==> config.mk <==
export PLATFORM = sky130hd
export DESIGN_NAME = decoder
export DESIGN_NICKNAME = d
export VERILOG_FILES = /design/src/rtl/mcu_pkg.sv /design/src/rtl/strobe_edge_detect.sv /design/src/rtl/decoder.sv
export SDC_FILE = /design/constraint.sdc
export NUM_CORES = 1
export LEC_CHECK = 0
export CORE_AREA = 4 4 50 52
export CTS_BUF_LIST = sky130_fd_sc_hd__clkbuf_8
export DETAILED_ROUTE_END_ITERATION = 10
export DIE_AREA = 0 0 54 56
export GPL_ROUTABILITY_DRIVEN = 0
export PLACE_DENSITY = 0.84
export SKIP_LAST_GASP = 1
export SYNTH_ARGS = -nofsm -noshare
export SYNTH_HDL_FRONTEND = slang
export SYNTH_SLANG_ARGS = --single-unit
==> constraint.sdc <==
create_clock -name clk -period 2 [get_ports clk]
set_clock_uncertainty 0.05 [all_clocks]
set_input_delay 0.6 -clock clk [delete_from_list [all_inputs] [get_ports clk]]
set_output_delay 0.6 -clock clk [all_outputs]
set_load 0.01 [all_outputs]
==> src/rtl/mcu_pkg.sv <==
// Shared microcontroller definitions: instruction layout, opcodes, start
// vector encoding and ALU operation select codes.
package mcu_pkg;

    localparam int unsigned INSTR_W    = 16;
    localparam int unsigned OPCODE_W   = 4;
    localparam int unsigned OPERAND_W  = 6;
    localparam int unsigned ALU_SEL_W  = 3;
    localparam int unsigned NUM_STARTS = 7;

    localparam int unsigned OPCODE_MSB = 15;
    localparam int unsigned OPCODE_LSB = 12;
    localparam int unsigned OP1_MSB    = 11;
    localparam int unsigned OP1_LSB    = 6;
    localparam int unsigned OP2_MSB    = 5;
    localparam int unsigned OP2_LSB    = 0;

    localparam logic [OPCODE_W-1:0] OP_NOP      = 4'h0;
    localparam logic [OPCODE_W-1:0] OP_1        = 4'h1;
    localparam logic [OPCODE_W-1:0] OP_2        = 4'h2;
    localparam logic [OPCODE_W-1:0] OP_3        = 4'h3;
    localparam logic [OPCODE_W-1:0] OP_4        = 4'h4;
    localparam logic [OPCODE_W-1:0] OP_5        = 4'h5;
    localparam logic [OPCODE_W-1:0] OP_6        = 4'h6;
    localparam logic [OPCODE_W-1:0] OP_7        = 4'h7;
    localparam logic [OPCODE_W-1:0] OP_ALU_BASE = 4'h8;

    // ALU operation select, taken from opcode[2:0] for ALU opcodes
    localparam logic [ALU_SEL_W-1:0] ALU_SEL_NONE = 3'd0;
    localparam logic [ALU_SEL_W-1:0] ALU_SEL_0    = 3'd0;
    localparam logic [ALU_SEL_W-1:0] ALU_SEL_1    = 3'd1;
    localparam logic [ALU_SEL_W-1:0] ALU_SEL_2    = 3'd2;
    localparam logic [ALU_SEL_W-1:0] ALU_SEL_3    = 3'd3;
    localparam logic [ALU_SEL_W-1:0] ALU_SEL_4    = 3'd4;
    localparam logic [ALU_SEL_W-1:0] ALU_SEL_5    = 3'd5;
    localparam logic [ALU_SEL_W-1:0] ALU_SEL_6    = 3'd6;
    localparam logic [ALU_SEL_W-1:0] ALU_SEL_7    = 3'd7;

    typedef struct packed {
        logic [OPCODE_W-1:0]  opcode;
        logic [OPERAND_W-1:0] op1;
        logic [OPERAND_W-1:0] op2;
    } instr_t;

    typedef logic [NUM_STARTS-1:0] start_vec_t;

    // One-hot start vector; bit 0 is start1. Unknown opcodes select nothing.
    function automatic start_vec_t start_decode(input logic [OPCODE_W-1:0] op);
        start_vec_t s;
        s = '0;
        case (op)
            OP_1: s = 7'b000_0001;
            OP_2: s = 7'b000_0010;
            OP_3: s = 7'b000_0100;
            OP_4: s = 7'b000_1000;
            OP_5: s = 7'b001_0000;
            OP_6: s = 7'b010_0000;
            OP_7: s = 7'b100_0000;
            OP_ALU_BASE, 4'h9, 4'hA, 4'hB, 4'hC, 4'hD, 4'hE, 4'hF:
                s = 7'b001_0000;
            default: s = '0;
        endcase
        return s;
    endfunction

endpackage

==> src/rtl/strobe_edge_detect.sv <==
// Rising-edge detector for a level strobe: one registered copy plus an AND.
module strobe_edge_detect (
    input  logic clk,
    input  logic rst_n,
    input  logic strobe,
    output logic pulse_c
);

    logic strobe_q;

    always_ff @(posedge clk or negedge rst_n) begin
        if (!rst_n) begin
            strobe_q <= 1'b0;
        end else begin
            strobe_q <= strobe;
        end
    end

    assign pulse_c = strobe & ~strobe_q;

endmodule

==> src/rtl/decoder.sv <==
// Instruction decoder: latches operands and ALU select on each IRin rising
// edge and issues one single-cycle start pulse to the selected phase.
module decoder
    import mcu_pkg::*;
(
    input  logic        clk,
    input  logic        rst_n,
    input  logic        IRin,
    input  logic [15:0] instruction,
    output logic        start1,
    output logic        start2,
    output logic        start3,
    output logic        start4,
    output logic        start5,
    output logic        start6,
    output logic        start7,
    output logic [5:0]  parameter1,
    output logic [5:0]  parameter2,
    output logic [2:0]  ALU_Sel
);

    instr_t     ir_c;
    logic       load_c;
    start_vec_t start_q;

    assign ir_c = instr_t'(instruction);

    strobe_edge_detect u_load_detect (
        .clk     (clk),
        .rst_n   (rst_n),
        .strobe  (IRin),
        .pulse_c (load_c)
    );

    // Operand and ALU select latches, held between loads
    always_ff @(posedge clk or negedge rst_n) begin
        if (!rst_n) begin
            parameter1 <= '0;
            parameter2 <= '0;
            ALU_Sel    <= ALU_SEL_NONE;
        end else if (load_c) begin
            parameter1 <= ir_c.op1;
            parameter2 <= ir_c.op2;
            if (ir_c.opcode[OPCODE_W-1]) begin
                ALU_Sel <= ir_c.opcode[ALU_SEL_W-1:0];
            end else begin
                ALU_Sel <= ALU_SEL_NONE;
            end
        end
    end

    // Start register clears on every non-load cycle, giving one-cycle pulses
    always_ff @(posedge clk or negedge rst_n) begin
        if (!rst_n) begin
            start_q <= '0;
        end else if (load_c) begin
            start_q <= start_decode(ir_c.opcode);
        end else begin
            start_q <= '0;
        end
    end

    assign start1 = start_q[0];
    assign start2 = start_q[1];
    assign start3 = start_q[2];
    assign start4 = start_q[3];
    assign start5 = start_q[4];
    assign start6 = start_q[5];
    assign start7 = start_q[6];

endmodule

==> impl_metrics.toml <==
[status]
run_status = "completed"

[worst_hold_path]
hold_path_depth = 1
min_path_type = "flop to flop"

[final_layout]
nNetsFinal = 125
post_route_cells_drive_above_1_share_pct = 12.38
syn_to_final_growth_pct = 52.97
design_area_sq_um = 1388
final_core_utilization_pct = 65.89
antenna_cells_inserted = 0

[clock_tree]
cts_root_cell = "sky130_fd_sc_hd__clkbuf_8"
cts_hold_repair.buffers = 0
clkTransAtPathRegs_ps = 80
tritoncts_num_sinks = 23
post-cts-setup-buffer-count = 0
clk_path_buf_depth = 2
post_cts_sizing = 0
cts_inserted_buffers = 3
clk-insertion-delay-late_ps = 260
cts.htree.levels = 1
tritoncts = "built"

[power]
power.density_nw_per_um2 = 759.4
ir_drop_v = 0.0005136
p_leak_nw = 0.6064
p_total_mw = 1.054

[global_route]
grt_antenna_before_repair = 0
grt_first_pass_wirelength_mm = 3.146
pin_count_of_the_biggest_net_entering_global_routing = 24
first_global_vias = 686
grt_util_overall_pct = 14.52
globalRouteOverflowTotal = 0

[routing]
avgViaCountPerCell = 4.744
drt-initial-drc-count = 8
final_antenna_net_count = 0
wirelength_routed_mm = 1.864
num_vias = 631
avgRoutedWirePerCell_um = 14.02
route.detailed.drc = 0
detail_route.first_pass.iterations = 4

[die]
effective_utilization_at_floorplan_pct = 43.08
design.core.area_sq_um = 2106
die_area_sq_um = 3024
standard_cell_row_count = 17
overall_die_height_um = 56
die_w_um = 54
boundaryPins = 41

[worst_setup_path]
crit_path_max_delay_family = "buffers and inverters"
worst-path-buf-inv = 1
critical_path.reg2reg.endpoint = "parameter2[5]"
rr_worst_depth = 3
critical_path_launch_point = "ALU_Sel[1]"
timing.critical_path.slowest_stage_cell = "sky130_fd_sc_hd__clkdlybuf4s50_1"
cp-start-kind = "flop"
critical_path.reg2reg.startpoint = "u_load_detect.strobe_q"
critical_path.max_stage_delay_ps = 550
critical_path.cell_chain = "clkdlybuf4s50_1"
crit_type = "flop to output pin"
setup.worst_path.end = "ALU_Sel[1]"
worst-path-stages = 1
required_ps = 1350
crit_fanout = 2
r2r_slack_ps = 770
end_kind = "output pin"
worst_ep_arrival_time_ps = 1180

[yosys]
post-synth-top-area-fraction_pct = 63.45
yosys_register_bits = 23
asyncSetResetFlopFracSynth_pct = 100.0
synth_edf_count = 0
synth_top_area_cells = "sky130_fd_sc_hd__dfrtp_1 63%, sky130_fd_sc_hd__mux2_4 12%, sky130_fd_sc_hd__mux2_1 6.2%"
synth.top_cells.by_count = "23 x sky130_fd_sc_hd__dfrtp_1, 7 x sky130_fd_sc_hd__mux2_4, 5 x sky130_fd_sc_hd__mux2_1"
part_of_the_yosys_area_used_for_sequential_elements_pct = 63.45
synth_top_cell_by_area = "sky130_fd_sc_hd__dfrtp_1"
syn_area_sq_um = 907.1
yosys_most_used_dff = "sky130_fd_sc_hd__dfrtp_1"
cells_after_synth = 62
yosysWarningCount = 0
post_synth.cell_area_avg_sq_um = 14.63
most_frequent_cell_after_synthesis = "sky130_fd_sc_hd__dfrtp_1"
synth.distinct_cells = 17
synth.net_count = 81

[placement]
place_hpwl_mm = 1.441
placement.setup.worst_slack_ps = 7.640
post_dp_cell_area_sq_um = 1343
numPortBuffers = 40

[sta]
max_slew_margin_pct = 80.96
setup_violation_total_in_the_final_timing_report = 0
final_max_slew_violation_count = 0
max_freq_ghz = 0.5472
grt_setup_unrepaired = "no"
fin_crit_sh_pct = 91.38
setup_total_negative_slack_ps = 0
worst_slew_pin_slew_ps = 285.6
hold_viol = 0
post-route-worst-setup-slack_ps = 172.3
final.min_clock_period_ps = 1828

[flow_run]
cap_viol_max_count = 0
==> cell usage in the layout (no fill, tap or decap) <==
master / count
sky130_fd_sc_hd__mux2_4: 7
sky130_fd_sc_hd__clkbuf_8: 3
sky130_fd_sc_hd__buf_4: 1
sky130_fd_sc_hd__buf_12: 1
sky130_fd_sc_hd__nand3b_1: 1
sky130_fd_sc_hd__nor4_1: 3
sky130_fd_sc_hd__a21oi_1: 1
sky130_fd_sc_hd__nor2b_2: 1
sky130_fd_sc_hd__nor2_1: 2
sky130_fd_sc_hd__mux2i_1: 3
sky130_fd_sc_hd__nand2_1: 4
sky130_fd_sc_hd__nor3_1: 1
sky130_fd_sc_hd__mux2_1: 5
sky130_fd_sc_hd__clkdlybuf4s50_1: 40
sky130_fd_sc_hd__inv_1: 5
sky130_fd_sc_hd__dfrtp_1: 23
sky130_fd_sc_hd__nand4bb_1: 1
sky130_fd_sc_hd__nand2b_1: 3
==> registers in the layout (all words and copies together), names as in the netlist <==
| name | cells |
|---|---|
| ALU_Sel | 3 |
| start_q | 7 |
| parameter1 | 6 |
| parameter2 | 6 |
| u_load_detect.strobe_q | 1 |
==> cell families (layout without fill, tap and decap cells) <==
family                 Yosys count  after routing  synth area share (%)
buffers and inverters            7             50                 4.964
AO/OA/AOI/OAI                    1              1                0.5512
flip-flops                      23             23                 63.45
AND/OR/NAND/NOR                 16             16                 9.931
multiplexers                    15             15                 21.10
==> stage by stage <==
step           std cells  hold WS (ps)
6_report             133         442.3
5_1_grt              133         463.2
4_1_cts              133         446.3
2_1_floorplan         62         254.4
3_3_place_gp         129         424.3
3_5_place_dp         129         428.9
==> layer usage <==
| layer | vias up | GRT usage, % | part of all wire (%) |
|---|---|---|---|
| li1 | 291 | - | - |
| met1 | 309 | 16.93 | 39 |
| met2 | 27 | 23.01 | 53 |
| met3 | 4 | 4.558 | 6.9 |
| met4 | 0 | 7.829 | 1.3 |
| met5 | - | 0 | 0 |
==> area by class of cell <==
type	count	area, sq um
tap	28	35.03
timing repair buffer	42	427.9
fill	160	718.2
sequential	23	575.6
inverter	4	15.01
clock buffer	3	41.29
multi-input combinational	32	289.0
clock inverter	1	3.754
==> power breakdown <==
part | internal, mW | switching [mW]
clock network | 0.137 | 0.136
registers | 0.511 | 0.0245
logic | 0.159 | 0.0863
total | 0.807 | 0.246
==> how the worst min path moves through the flow <==
stage,start,to,slack (ps)
finish,parameter1[3],parameter1[3],440
global route,parameter1[2],parameter1[2],460
CTS,parameter1[2],parameter1[2],450
detailed placement,parameter1[2],parameter1[2],430
global placement,parameter1[2],parameter1[2],420
floorplan,rst_n,ALU_Sel[0],250
Power figures use the tool's default switching activity.
